## config.mk

```make
export PLATFORM = sky130hd
export DESIGN_NAME = pq_ctrl
export DESIGN_NICKNAME = d
export VERILOG_FILES = /design/src/rtl/pq_pkg.sv /design/src/rtl/pq_skid_fifo.sv /design/src/rtl/pq_ctrl.sv
export SDC_FILE = /design/constraint.sdc
export NUM_CORES = 1
export LEC_CHECK = 0
export ABC_AREA = 1
export CAP_MARGIN = 20
export CORE_AREA = 2 2 69 119
export DETAILED_ROUTE_END_ITERATION = 12
export DIE_AREA = 0 0 71 121
export GPL_TIMING_DRIVEN = 1
export SLEW_MARGIN = 30
export SYNTH_ARGS = -nofsm -noshare
export SYNTH_HDL_FRONTEND = slang
export SYNTH_SLANG_ARGS = --single-unit
```

## constraint.sdc

```tcl
create_clock -name clk -period 2 [get_ports clk]
set_clock_uncertainty 0.15 [all_clocks]
set_input_delay 0.4 -clock clk [delete_from_list [all_inputs] [get_ports clk]]
set_output_delay 0.4 -clock clk [all_outputs]
set_load 0.005 [all_outputs]
```

## src/rtl/pq_pkg.sv

```systemverilog
// Shared constants and the return-path beat format for the ping-pong controller.
package pq_pkg;

  localparam int DATA_WIDTH = 8;
  localparam int ADDR_WIDTH = 4;
  localparam int RD_LAT     = 2;
  localparam int DEPTH      = 2 ** ADDR_WIDTH;
  localparam int LEN_W      = ADDR_WIDTH + 1;
  localparam int SKID       = RD_LAT + 1;
  localparam int CNT_W      = $clog2(SKID + 1);

  typedef struct packed {
    logic                  last;
    logic [DATA_WIDTH-1:0] data;
  } beat_t;

endpackage

```

## src/rtl/pq_skid_fifo.sv

```systemverilog
// Small synchronous FIFO that absorbs read data issued before downstream stalled.
module pq_skid_fifo
  import pq_pkg::*;
(
  input  logic              clk,
  input  logic              rst,
  input  logic              push,
  input  logic [DATA_WIDTH:0] din,
  input  logic              pop,
  output logic [DATA_WIDTH:0] dout,
  output logic [CNT_W-1:0]  count,
  output logic              empty
);

  localparam int PTR_W = (SKID > 1) ? $clog2(SKID) : 1;

  logic [DATA_WIDTH:0] mem [SKID];
  logic [PTR_W-1:0]    wr_idx;
  logic [PTR_W-1:0]    rd_idx;

  function automatic logic [PTR_W-1:0] wrap_inc(input logic [PTR_W-1:0] p);
    return (p == PTR_W'(SKID - 1)) ? '0 : p + 1'b1;
  endfunction

  // NOTE: sequential state uses <= so every register samples pre-edge values.
  always_ff @(posedge clk) begin
    if (rst) begin
      wr_idx <= '0;
      rd_idx <= '0;
      count  <= '0;
    end else begin
      if (push) wr_idx <= wrap_inc(wr_idx);
      if (pop)  rd_idx <= wrap_inc(rd_idx);
      case ({push, pop})
        2'b10:   count <= count + 1'b1;
        2'b01:   count <= count - 1'b1;
        default: count <= count;
      endcase
    end
  end

  // NOTE: storage is not reset; the pointers and count alone define what is valid.
  always_ff @(posedge clk) begin
    if (push) mem[wr_idx] <= din;
  end

  assign dout  = mem[rd_idx];
  assign empty = (count == '0);

endmodule

```

## src/rtl/pq_ctrl.sv

```systemverilog
// Ping-pong bank controller: fills one bank from the write stream while the other
// bank is read out through a credit-limited return path into a skid FIFO.
module pq_ctrl
  import pq_pkg::*;
(
  input  logic                  clk,
  input  logic                  rst,
  input  logic                  in_valid,
  output logic                  in_ready,
  input  logic [DATA_WIDTH-1:0] in_data,
  input  logic                  in_last,
  output logic                  buf_ctrl,
  output logic                  buf_wr_en,
  output logic [ADDR_WIDTH-1:0] buf_wr_addr,
  output logic [DATA_WIDTH-1:0] buf_din,
  output logic                  buf_rd_en,
  output logic [ADDR_WIDTH-1:0] buf_rd_addr,
  input  logic [DATA_WIDTH-1:0] buf_dout,
  output logic                  out_valid,
  input  logic                  out_ready,
  output logic [DATA_WIDTH-1:0] out_data,
  output logic                  out_last
);

  logic [ADDR_WIDTH-1:0] wr_ptr;
  logic [ADDR_WIDTH-1:0] rd_ptr;
  logic                  w_full;
  logic                  r_busy;
  logic [LEN_W-1:0]      w_len;
  logic [LEN_W-1:0]      r_len;
  logic [RD_LAT-1:0]     vld_pipe;
  logic [RD_LAT-1:0]     last_pipe;
  logic [CNT_W-1:0]      inflight;
  logic [CNT_W-1:0]      fifo_cnt;
  logic [CNT_W:0]        credits_used;
  logic                  wr_fire;
  logic                  swap;
  logic                  rd_last;
  logic                  fifo_empty;
  logic                  pop;
  beat_t                 ret_beat;
  beat_t                 head_beat;

  assign in_ready    = !w_full && !rst;
  assign wr_fire     = in_valid && in_ready;
  assign buf_wr_en   = wr_fire;
  assign buf_wr_addr = wr_ptr;
  assign buf_din     = in_data;
  assign swap        = w_full && !r_busy;

  // NOTE: combinational outputs get a default first so no path can infer a latch.
  always_comb begin
    inflight = '0;
    for (int i = 0; i < RD_LAT; i++) inflight = inflight + CNT_W'(vld_pipe[i]);
  end

  // A read may issue only if its word is guaranteed a FIFO slot on return.
  assign credits_used = {1'b0, inflight} + {1'b0, fifo_cnt};
  assign buf_rd_en    = r_busy && (credits_used < (CNT_W + 1)'(SKID));
  assign buf_rd_addr  = rd_ptr;
  assign rd_last      = ({1'b0, rd_ptr} == r_len - 1'b1);

  always_ff @(posedge clk) begin
    if (rst) begin
      buf_ctrl  <= 1'b0;
      wr_ptr    <= '0;
      rd_ptr    <= '0;
      w_full    <= 1'b0;
      r_busy    <= 1'b0;
      w_len     <= '0;
      r_len     <= '0;
      vld_pipe  <= '0;
      last_pipe <= '0;
    end else begin
      if (wr_fire) begin
        wr_ptr <= wr_ptr + 1'b1;
        if (wr_ptr == ADDR_WIDTH'(DEPTH - 1) || in_last) begin
          w_full <= 1'b1;
          w_len  <= {1'b0, wr_ptr} + 1'b1;
        end
      end
      // Swap and write/read issue are mutually exclusive by their enabling flags.
      if (swap) begin
        buf_ctrl <= ~buf_ctrl;
        r_len    <= w_len;
        rd_ptr   <= '0;
        r_busy   <= 1'b1;
        w_full   <= 1'b0;
        wr_ptr   <= '0;
      end
      if (buf_rd_en) begin
        rd_ptr <= rd_ptr + 1'b1;
        if (rd_last) r_busy <= 1'b0;
      end
      vld_pipe  <= (vld_pipe << 1) | RD_LAT'(buf_rd_en);
      last_pipe <= (last_pipe << 1) | RD_LAT'(buf_rd_en && rd_last);
    end
  end

  assign ret_beat = '{last: last_pipe[RD_LAT-1], data: buf_dout};
  assign pop      = out_valid && out_ready;

  pq_skid_fifo u_skid (
    .clk   (clk),
    .rst   (rst),
    .push  (vld_pipe[RD_LAT-1]),
    .din   (ret_beat),
    .pop   (pop),
    .dout  (head_beat),
    .count (fifo_cnt),
    .empty (fifo_empty)
  );

  assign out_valid = !fifo_empty;
  assign out_data  = head_beat.data;
  assign out_last  = head_beat.last;

endmodule

```

# Word level (Yosys, flattened, before mapping)
# Memories as Yosys holds them, arrays and structs flattened. A register that Yosys moved wholly into a read port is not among the register bits.
# Index checks and enable logic that the tools add are counted.
[word_totals]
elab_cells = 61
out_inout_bits = 30
reg_bits = 31
n_memories = 1
ram_bits = 27
[op_classes]
n_eq_ne = 6
n_reduce_logical = 16
n_bitwise = 3
mux = 12
add_sub_neg = 10
magnitude_cmp = 1
[memory_table]
columns = ["memory", "words", "width", "read_ports", "rd_ports_with_merged_regs", "write_ports", "line_no", "rtl"]
rows = [
  ["u_skid.mem", 3, 9, 1, 1, 1, "pq_skid_fifo.sv:17", "logic [DATA_WIDTH:0] mem [SKID];"],
]
[ops]
columns = ["operator", "count"]
rows = [
  ["$add A4 B1 Y4 const B", 2],
  ["$mux W2", 4],
  ["$mux W4", 2],
  ["$add A2 B1 Y2 const B", 3],
  ["$eq A2 B2 Y1 const B", 3],
  ["$logic_and A1 B1 Y1", 6],
  ["$add A4 B1 Y5 const B", 1],
  ["$eq A4 B5 Y1", 1],
  ["$mux W1", 5],
  ["$sub A5 B1 Y5 const B", 1],
  ["$eq A4 B4 Y1 const B", 1],
  ["$logic_not A1 Y1", 4],
  ["$or A2 B1 Y2", 2],
  ["$pmux W2 S2", 1],
  ["$reduce_bool A2 Y1", 2],
  ["$add A2 B2 Y3", 1],
  ["$lt A3 B2 Y1 const B", 1],
  ["$add A1 B1 Y2", 1],
  ["$eq A2 B1 Y1 const B", 1],
  ["$logic_not A2 Y1", 1],
  ["$reduce_and A2 Y1", 1],
  ["$reduce_or A2 Y1", 1],
  ["$sub A2 B1 Y2 const B", 1],
  ["$logic_or A1 B1 Y1", 1],
  ["$not A1 Y1", 1],
]

# Longest topological paths before layout
# Gate-level depths: netlist (run 1).
[logic_depth]
ltp_word = 6
ltp_mapped = 10

# Modules after synthesis
# From an unflattened synthesis (run 1), not the netlist that was laid out.
[unflattened]
hier_cells = 277
hier_area_um2 = 2571.2
[by_module_without_submodules]
columns = ["mod", "seq_area_each_um2", "area_each_um2", "cells_each", "n_inst"]
rows = [
  ["pq_skid_fifo", 970.9, 1322.5, 110, 1],
  ["pq_ctrl", 500.5, 1248.7, 167, 1],
]

# Least setup slack after synthesis (run 1)
# OpenSTA, ideal clock, no wires.
[synth_path]
path_kind = "register to output"
start = "register u_skid.count[0]"
end = "output port buf_rd_en"
path_buffers = 0
slack_ps = 201
stages_incl_launch_ff = 6
t_required_ps = 1450
arrival_ps = 1249
path_cell_list = "dfxtp_1 > fa_1 > ha_1 > nand2_1 > nand3_2 > inv_2"
[synth_via]
elab_chain_len = 3
[synth_lines]
columns = ["item", "line_no", "rtl"]
rows = [
  ["start, declared", "pq_skid_fifo.sv:11", "output logic [CNT_W-1:0] count,"],
  ["start signal, assigned", "pq_skid_fifo.sv:35", "2'b10: count <= count + 1'b1;"],
  ["start signal, assigned", "pq_skid_fifo.sv:36", "2'b01: count <= count - 1'b1;"],
  ["start signal, assigned", "pq_skid_fifo.sv:37", "default: count <= count;"],
  ["$add A2 B2 Y3", "pq_ctrl.sv:58", "assign credits_used = {1'b0, inflight} + {1'b0, fifo_cnt};"],
  ["$lt A3 B2 Y1", "pq_ctrl.sv:59", "assign buf_rd_en = r_busy && (credits_used < (CNT_W + 1)'(SKID));"],
  ["$logic_and A1 B1 Y1", "pq_ctrl.sv:59", ""],
  ["end, declared", "pq_ctrl.sv:16", "output logic buf_rd_en,"],
]
# No other way between the ends.

# Worst setup path after layout (run 1)
[layout_path]
start = "register vld_pipe[0]"
end = "output port buf_rd_en"
[layout_via]
elab_chain_len = 4
[layout_lines]
columns = ["item", "line_no", "rtl"]
rows = [
  ["start, declared", "pq_ctrl.sv:31", "logic [RD_LAT-1:0] vld_pipe;"],
  ["start signal, assigned", "pq_ctrl.sv:95", "vld_pipe <= (vld_pipe << 1) | RD_LAT'(buf_rd_en);"],
  ["$add A1 B1 Y2", "pq_ctrl.sv:54", "for (int i = 0; i < RD_LAT; i++) inflight = inflight + CNT_W'(vld_pipe[i]);"],
  ["$add A2 B2 Y3", "pq_ctrl.sv:58", ""],
  ["$lt A3 B2 Y1", "pq_ctrl.sv:59", ""],
  ["$logic_and A1 B1 Y1", "pq_ctrl.sv:59", ""],
]
# No other way between the ends.

==> summary.txt, run 1 <==
Timing
  – Final WS setup: -0.121 ns
  – Relative slew slack: 0.714
  – Tcrit/Tclk final: 1.06
  – Measured slew at the worst slew-check pin: 0.428 ns
  – Slew Viols, Final: 0
  – RSZ-0062 raised after global routing: true
  – Final Hold Viols: 0
  – # setup viols final: 1
  – Fmax: 471 MHz
  – Tmin final: 2.12 ns

Worst hold path
  – Hold crit path type: reg -> reg
  – Hold EP: last_pipe[1]
  – WHS Path Cells: 2
  – HP Start: last_pipe[0]

Worst setup path
  – Launching point of the worst reg2reg path: vld_pipe[0]
  – Worst Reg2Reg Path Length in Cells: 10
  – Worst Path Required: 1.45 ns
  – Max stage delay cell, worst path: fa_2
  – FF-to-FF End: buf_rd_addr[2]
  – Crit end category: output port
  – Endpoint arrival time on the critical path: 1.57 ns
  – Critical path launch point: vld_pipe[0]
  – FF-to-FF setup slack: 0.08 ns
  – Worst setup path class: reg -> out
  – Delay of the slowest critical-path stage: 0.39 ns
  – Max FO, Critical Path: 2
  – CP Cell Sequence: fa_2 > ha_4 > nand2_2 > nand3_2 > inv_2 > buf_6
  – Delay-heaviest family, CP: adder cells
  – Critical Path Start Type: flop
  – Buffers & Inverters on Critical Path: 2

Status
  – Status: finished with violations
  – Failing checks: setup timing

Logic synthesis
  – Flops & latches, synth: 60
  – Synthesized netlist net count: 310
  – Post-synth top flop: dfxtp_1
  – Synth warn: 0
  – Post-synth EDFFs: 27
  – Post-synthesis cell count: 283
  – Register area share after synthesis: 0.567
  – Post-Syn Area: 2590 um2
  – Synth unique cells: 30
  – Ys async rst share: 0
  – Avg Inst Size Synth: 9.17 um2

Clock network
  – Clk_lat worst skew: 0.32 ns
  – Clock sink count: 60
  – Buffer levels on the longest clock path: 2
  – TritonCTS clock tree: done
  – Root buffer cell: clkbuf_16
  – TritonCTS Buffers: 9
  – H-Tree Depth: 3
  – CTS clk-pin slew, worst paths: 0.05 ns
  – Hold_buf cts: 0

Die
  – Initial Util: 0.340
  – Chip width: 71 um
  – Num ports: 51
  – Die area: 8590 um2
  – Die height: 121 um
  – Core Rows: 42
  – Placeable Area: 7620 um2

Detailed routing
  – DR vias/cell: 4.59
  – Post-route antenna net violation count: 0
  – Wirelength per Cell: 12.7 um
  – Drt first pass iters: 6
  – Detailed Route WL: 5380 um
  – Routed vias: 1947
  – DRT iter0 DRCs: 93
  – Remaining DRCs: 0

Global routing
  – First-pass GRT wire length: 8970 um
  – Met1 usage: 0.136
  – Number of global-route vias before repair: 1980
  – Met2 usage: 0.246
  – Initial antenna violation count: 0
  – Met3 Use GR: 0.0457
  – Grt ovf: 0
  – Pin count of the biggest net entering global routing: 16
  – Overall routing resource usage: 0.138
  – Grt peak-use layer: met2

Job
  – Max-capacitance violation count: 0

Place
  – I/O Buffers: 34
  – Post-DP Area: 3050 um2
  – Placed cell count: 405
  – HPWL reported at the end of detailed placement: 3790 um
  – RD Place Congestion: 0.867

Power
  – Peak supply drop: 0.000581 V
  – Leak Pwr: 0.00141 uW
  – Pwr/cell area: 905 nW/um2

Cells and area
  – Layout cells sized above 1: 0.188
  – Nets: 358
  – Post-route cell area: 3420 um2
  – Area added between synthesis and finish: 32.0%
  – Layout Cells excl Fill: 424
  – Ant diodes: 0
routing by layer:
layer | vias to the layer above | wire length [um] | part of all wire
met3 | 11 | 272 | 0.051
li1 | 1014 | - | -
met4 | 0 | 149 | 0.028
met5 | - | 0 | 0
met1 | 872 | 2120 | 0.39
met2 | 50 | 2840 | 0.53
worst max-delay path by stage:
stage | endpoint | slack, ns | cells after the start
after global placement | buf_rd_en | -0.27 | 6
after floorplan | buf_rd_en | 0.20 | 5
after detailed placement | buf_rd_en | -0.27 | 6
final | buf_rd_en | -0.12 | 6
after global routing | buf_rd_en | -0.16 | 6
after CTS | buf_rd_en | -0.14 | 6
cell families after synthesis:
group	count (synthesis)	share of synthesized area
xor gates and xnor gates	5	0.0169
buffers and inverters	46	0.0830
AOI/OAI and AO/OA	56	0.120
DFF	60	0.567
adders and majority gates	6	0.0318
and+or+nand+nor	110	0.181
sequential cells by signal, summed over array words and instances (netlist names), named ones only:
signal         cells
u_skid.wr_idx      2
vld_pipe           2
r_busy             1
buf_ctrl           1
u_skid.rd_idx      2
buf_wr_addr        4
r_len              5
last_pipe          2
buf_rd_addr        4
u_skid.count       2
w_full             1
w_len              5
u_skid.mem        27
synth_stat cells (2+ instances only):
cell,n,share of area
dfxtp_1,33,0.25
nand3_1,10,0.019
o21ai_1,2,0.0039
edfxtp_1,27,0.31
nand4_1,2,0.0048
ha_1,5,0.024
inv_2,5,0.0072
a21oi_1,34,0.066
clkinv_1,2,0.0029
nor3_1,2,0.0039
o21ai_0,14,0.027
xor2_1,5,0.017
o21ai_2,2,0.0068
nor2_4,2,0.0087
buf_4,8,0.023
inv_1,26,0.038
nand2_1,53,0.077
nor2_1,36,0.052
buf_2,4,0.0077
power by group:
part	switching, uW	total (uW)	internal [uW]
clock network	526	1480	954
registers	25.1	1340	1310
logic	150	284	134
total	701	3100	2400
tightest hold or removal path: cells and delay by family (launching register included):
kind / cells / cell delay, ns
flops: 1 / 0.30
buf+inv: 1 / 0.04
simple gates: 1 / 0.03
timing repair:
action,CTS,global route
gates resized for setup,33,6
pin swaps,6,5
endpoints found under the hold margin,0,0
setup buffers,3,2
cloned,1,0
setup endpoints to repair,13,4
final cells by class:
class	count	area, um2
Fill cell	720	4200
Clock buffer	9	225
Clock inverter	7	67.6
Tap cell	88	110
Sequential cell	60	1480
Timing Repair Buffer	50	458
Multi-Input combinational cell	177	953
Inverter	33	130
placed cells by master (no fill, tap or decap), types with 5 or more instances in the layout:
| cell | count |
|---|---|
| clkdlybuf4s50_1 | 21 |
| inv_1 | 26 |
| inv_2 | 5 |
| nand2_1 | 51 |
| dfxtp_1 | 29 |
| a21oi_1 | 33 |
| clkbuf_16 | 9 |
| dlygate4sd2_1 | 11 |
| nor2_1 | 33 |
| edfxtp_1 | 27 |
| o21ai_0 | 14 |
| xor2_1 | 5 |
| buf_4 | 14 |
| nand3_1 | 9 |
per-stage QoR:
stage                     utilization  hold WS [ns]  total power, uW  TNS [ns]  setup WS [ns]
after detailed placement        0.400         0.260             1640    -0.459         -0.271
after global placement          0.400         0.249             1640    -0.442         -0.270
final                           0.449         0.266             3100    -0.121         -0.121
after global routing            0.449         0.311             3220    -0.207         -0.161
after floorplan                     -         0.238             1520         0          0.201
after CTS                       0.446         0.266             3130    -0.136         -0.136
(Power assumes the default switching activity.)
==> inputs of run 2 (changes only) <==
--- a/config.mk
+++ b/config.mk
@@ -11,6 +11,7 @@
 export DETAILED_ROUTE_END_ITERATION = 12
 export DIE_AREA = 0 0 71 121
 export GPL_TIMING_DRIVEN = 1
+export PLACE_DENSITY_LB_ADDON = 0.15
 export SLEW_MARGIN = 30
 export SYNTH_ARGS = -nofsm -noshare
 export SYNTH_HDL_FRONTEND = slang
==> summary.txt, run 2 (synthesis results as in run 1) <==
Status
  – Status: finished with violations
  – Failing checks: setup timing

Worst setup path
  – Worst Path Required: 1.45 ns
  – Critical Path Start Type: flop
  – Endpoint arrival time on the critical path: 1.57 ns
  – Worst setup path class: reg -> out
  – Max FO, Critical Path: 2
  – Crit end category: output port

Cells and area
  – Most frequent cells in the layout: 52 x nand2_1, 36 x nor2_1, 34 x a21oi_1
  – Post-Route Utilization: 0.449
  – Most common cell after layout, fill and taps aside: nand2_1
  – Fill count: 736
  – Area added between synthesis and finish: 31.9%
  – Biggest register: u_skid.mem
  – Layout cells sized above 1: 0.164
  – Regs by FF count: u_skid.mem x27, r_len x5, w_len x5
  – Ant diodes: 0
  – Max reg flops: 27
  – Nets: 357

Clock network
  – Clock sink count: 60
  – Buffer levels on the longest clock path: 2
  – Root buffer cell: clkbuf_16
  – CTS clk-pin slew, worst paths: 0.05 ns
  – TritonCTS clock tree: done
  – H-Tree Depth: 3
  – TritonCTS Buffers: 9
  – Hold_buf cts: 0
  – Clk_lat worst skew: 0.33 ns

Die
  – Core Rows: 42
  – Initial Util: 0.340
  – Die height: 121 um
  – Chip width: 71 um
  – Die area: 8590 um2
  – Placeable Area: 7620 um2
  – Num ports: 51

Place
  – RD Place Congestion: 0.798
  – I/O Buffers: 34
  – HPWL reported at the end of detailed placement: 3920 um

Timing
  – Measured slew at the worst slew-check pin: 0.449 ns
  – # setup viols final: 1
  – Slew Viols, Final: 0
  – Tmin final: 2.12 ns
  – Final WS setup: -0.124 ns
  – TNS Setup: -0.124 ns
  – RSZ-0062 raised after global routing: true
  – Fmax: 471 MHz
  – Relative slew slack: 0.701
  – Final Hold Viols: 0
  – Tcrit/Tclk final: 1.06

Detailed routing
  – WL met1: 2080 um
  – DR vias/cell: 4.69
  – Drt first pass iters: 7
  – Remaining DRCs: 0
  – WL met2: 2900 um
  – Wirelength per Cell: 13.0 um
  – Post-route antenna net violation count: 0
  – Top Layer Used: met4
  – Routed vias: 1984
  – Met3 wire len: 266 um
  – Detailed Route WL: 5500 um
  – DRT iter0 DRCs: 122

Global routing
  – Number of global-route vias before repair: 1912
  – Overall routing resource usage: 0.142
  – Initial antenna violation count: 0
  – First-pass GRT wire length: 9070 um
  – Grt ovf: 0
  – Pin count of the biggest net entering global routing: 16

Power
  – Leak Pwr: 0.00143 uW
  – Peak supply drop: 0.000452 V
  – Pwr/cell area: 973 nW/um2

Worst hold path
  – Hold crit path type: reg -> reg

Job
  – Max-capacitance violation count: 0
run 2: changes by cell type in the layout (fill, tap and decap cells not counted), sizes merged:
cell / previous run / this run
clkbuf: 9 / 10
buf: 17 / 16
clkinvlp: 3 / 0
bufinv: 1 / 3
run 2: final cells by class:
cell class,count,area [um2],area share
multi-input cells,177,925,0.270
repair buffers,49,444,0.130
clock buffers,10,229,0.0669
flip-flops and latches,60,1480,0.433
well taps,88,110,0.0322
inverters,33,130,0.0380
clock inverters,6,104,0.0303
run 2: path summary, 6_finish.rpt:
path | startpoint | end | slack (ns) | cells past startpoint
setup / recovery | vld_pipe[0] | buf_rd_en | -0.12 | 6
setup reg to reg | vld_pipe[0] | r_busy | 0.12 | 9
hold reg to reg | last_pipe[0] | last_pipe[1] | 0.26 | 2
hold / removal | last_pipe[0] | last_pipe[1] | 0.26 | 2
run 2: stage by stage:
stage	instance area [um2]	std cells	hold WS (ns)	total power (uW)	setup WS (ns)
after detailed placement	3050	405	0.250	1640	-0.274
after global routing	3420	423	0.293	3460	-0.177
after CTS	3420	423	0.259	3370	-0.158
after floorplan	2590	283	0.238	1520	0.201
after global placement	3050	405	0.245	1640	-0.270
final	3420	423	0.256	3330	-0.124
run 2: metal layers:
metal | GRT usage | vias up
li1 | - | 1020
met1 | 0.143 | 898
met2 | 0.244 | 52
met3 | 0.0449 | 14
met4 | 0.0979 | 0
met5 | 0 | -
run 2: worst max-delay path: stages, from the launching register on:
cell     delay (ns)
dfxtp_2        0.32
fa_2           0.40
ha_4           0.27
nand2_2        0.04
nand3_2        0.06
inv_2          0.04
buf_2          0.11
run 2: where the power goes:
group,switching [uW],internal (uW)
sequential,25.1,1310
clock,514,1210
combinational,145,129
run 2: timing repair:
item / 4_1_cts / 5_1_grt
setup endpoints to repair: 14 / 4
pin swaps: 4 / 3
resized for setup: 30 / 2
cloned: 2 / 0
buffers inserted: 0 / 0
==> inputs of run 3 (changes only) <==
--- a/config.mk
+++ b/config.mk
@@ -7,12 +7,15 @@
 export LEC_CHECK = 0
 export ABC_AREA = 1
 export CAP_MARGIN = 20
-export CORE_AREA = 2 2 69 119
+export CELL_PAD_IN_SITES_DETAIL_PLACEMENT = 1
+export CELL_PAD_IN_SITES_GLOBAL_PLACEMENT = 1
+export CORE_AREA = 2 2 68 119
 export DETAILED_ROUTE_END_ITERATION = 12
-export DIE_AREA = 0 0 71 121
+export DIE_AREA = 0 0 70 121
 export GPL_TIMING_DRIVEN = 1
 export PLACE_DENSITY_LB_ADDON = 0.15
 export SLEW_MARGIN = 30
 export SYNTH_ARGS = -nofsm -noshare
 export SYNTH_HDL_FRONTEND = slang
+export SYNTH_HIERARCHICAL = 1
 export SYNTH_SLANG_ARGS = --single-unit
==> summary.txt, run 3 <==
Status
  – Status: finished with violations
  – Failing checks: setup timing

Clock network
  – Clk_lat worst skew: 0.32 ns
  – Clock sink count: 60
  – TritonCTS clock tree: done
  – Root buffer cell: clkbuf_16
  – H-Tree Depth: 3
  – Buffer levels on the longest clock path: 2
  – CTS clk-pin slew, worst paths: 0.05 ns
  – TritonCTS Buffers: 9
  – Hold_buf cts: 0

Detailed routing
  – Remaining DRCs: 0
  – Routed vias: 1927
  – DR vias/cell: 4.67
  – Drt first pass iters: 4
  – Detailed Route WL: 5920 um
  – Wirelength per Cell: 14.3 um
  – Post-route antenna net violation count: 0
  – DRT iter0 DRCs: 52

Place
  – HPWL reported at the end of detailed placement: 4410 um
  – I/O Buffers: 34
  – Post-DP Area: 3010 um2
  – RD Place Congestion: 0.745

Logic synthesis
  – Yosys top cell by area: edfxtp_1
  – Leading post-synthesis cells by cell area: edfxtp_1 32%, dfxtp_1 26%, a21oi_1 6.8%, nand2_1 6.3%, nor2_1 5.5%
  – Flops & latches, synth: 60
  – Synth Area in XOR/XNOR: 0.0136
  – Compound-Gate Fraction of Synth Area: 0.109
  – Synthesized netlist net count: 304
  – Post-synth EDFFs: 27
  – Post-synthesis cell count: 277
  – Adder-Cell Fraction of Synth Area: 0.0321
  – Avg Inst Size Synth: 9.28 um2
  – Synth warn: 6
  – Synth unique cells: 29
  – Register area share after synthesis: 0.572
  – Simple-gate share of the synthesized area: 0.178
  – Most common cell in the synthesized netlist: nand2_1
  – Area share of the largest cell type after synthesis: 0.315
  – Post-Syn Area: 2570 um2
  – Post-synth top flop: dfxtp_1
  – Most instantiated cells after synthesis: 43 x nand2_1, 38 x nor2_1, 35 x a21oi_1
  – Ys async rst share: 0
  – Largest family of logic cells by synthesized area: simple AND/OR/NAND/NOR gates
  – Post-synthesis mux area share: 0

Timing
  – RSZ-0062 raised after global routing: true
  – Tmin final: 2.14 ns
  – Fmax: 467 MHz
  – # setup viols final: 1
  – Final WS setup: -0.140 ns
  – Slew Viols, Final: 0
  – Relative slew slack: 0.728
  – Final Hold Viols: 0
  – Tcrit/Tclk final: 1.07
  – Measured slew at the worst slew-check pin: 0.407 ns

Die
  – Core Rows: 42
  – Num ports: 51
  – Placeable Area: 7460 um2
  – Chip width: 70 um
  – Die height: 121 um
  – Die area: 8470 um2
  – Initial Util: 0.345

Worst setup path
  – Worst path depth: 6
  – Delay-heaviest family, CP: adder cells
  – CP Cell Sequence: fa_2 > ha_4 > nand2_4 > inv_4 > nor2_4 > buf_2
  – Critical path launch point: u_skid/count[0]
  – Launching point of the worst reg2reg path: u_skid/count[0]
  – Delay of the slowest critical-path stage: 0.40 ns
  – Critical Path Start Type: flop
  – Worst setup path class: reg -> out
  – Max stage delay cell, worst path: fa_2
  – Worst Reg2Reg Path Length in Cells: 11
  – FF-to-FF End: r_busy
  – Worst Path Required: 1.45 ns
  – Buffers & Inverters on Critical Path: 2
  – Crit end category: output port
  – Max FO, Critical Path: 2
  – Endpoint arrival time on the critical path: 1.59 ns
  – FF-to-FF setup slack: 0.08 ns

Cells and area
  – Most frequent cells in the layout: 41 x nand2_1, 37 x nor2_1, 34 x a21oi_1
  – Most common cell after layout, fill and taps aside: nand2_1
  – Ant diodes: 0
  – Regs by FF count: u_skid/mem x27, r_len x5, w_len x5
  – Area added between synthesis and finish: 28.7%
  – Post-route cell area: 3310 um2
  – Layout cells sized above 1: 0.151
  – Nets: 347
  – Biggest register: u_skid/mem
  – Max reg flops: 27

Worst hold path
  – Hold EP: last_pipe[1]
  – HP Start: last_pipe[0]
  – WHS Path Cells: 2
  – Hold crit path type: reg -> reg

Global routing
  – First-pass GRT wire length: 10000 um
  – Pin count of the biggest net entering global routing: 14
  – Overall routing resource usage: 0.156
  – Number of global-route vias before repair: 2095
  – Initial antenna violation count: 0
  – Grt ovf: 0

Job
  – Max-capacitance violation count: 0

Power
  – Leak Pwr: 0.00136 uW
  – Pwr/cell area: 890 nW/um2
  – Post-route total power: 2940 uW
  – Peak supply drop: 0.000645 V
## run 3: changes by cell type after synthesis, moves of 3 or more
cell,previous run,this run
buf_2,4,1
inv_1,26,30
nand2_1,53,43
xor2_1,5,2
## run 3: area by class of cell
type / count / area (um2)
Clock buffer: 10 / 239
Clock inverter: 6 / 30.0
Fill cell: 878 / 4150
Inverter: 35 / 144
Multi-Input combinational cell: 169 / 892
Sequential cell: 60 / 1480
Tap cell: 88 / 110
Timing Repair Buffer: 45 / 417
## run 3: what timing repair did
item	4_1_cts	5_1_grt
pin swaps	6	6
buffers inserted	1	0
gates resized for setup	22	8
setup endpoints to repair	13	4
## run 3: kinds of logic (layout without fill, tap and decap cells)
logic type,Yosys count,after routing
xor+xnor,4,4
simple gates,106,106
buf+inv,48,96
flops,60,60
fa+ha+maj,6,6
compound gates,53,53
## run 3: stage by stage
step                      setup TNS, ns  worst slack, ns  utilization  hold WS, ns  instances
after detailed placement         -0.720           -0.327        0.404        0.257        397
after floorplan                       0            0.205            -        0.238        277
after CTS                        -0.238           -0.220        0.441        0.265        413
final                            -0.140           -0.140        0.443        0.264        413
after global placement           -0.574           -0.287        0.404        0.246        397
after global routing             -0.250           -0.200        0.443        0.311        413
## run 3: how the worst max path moves through the flow
stage	end	slack (ns)
after floorplan	r_busy	0.21
after global placement	buf_rd_en	-0.29
after detailed placement	buf_rd_en	-0.33
after CTS	buf_rd_en	-0.22
after global routing	buf_rd_en	-0.20
final	buf_rd_en	-0.14
## run 3: worst min-delay path, delay by kind of cell (launching register included)
family	cells	cell delay (ns)
AND/OR/NAND/NOR	1	0.03
buffers and inverters	1	0.04
flip-flops	1	0.30
## run 3: report_power, final
part	total (uW)	switching, uW	internal, uW
logic	246	128	118
clock network	1360	507	853
registers	1340	25.4	1310
total	2940	660	2280
## run 3: routing by layer
layer | vias up | part of all wire | track usage
li1 | 986 | - | -
met4 | 0 | 0.016 | 0.0577
met5 | - | 0 | 0
met2 | 42 | 0.59 | 0.305
met3 | 7 | 0.043 | 0.0440
met1 | 892 | 0.35 | 0.150
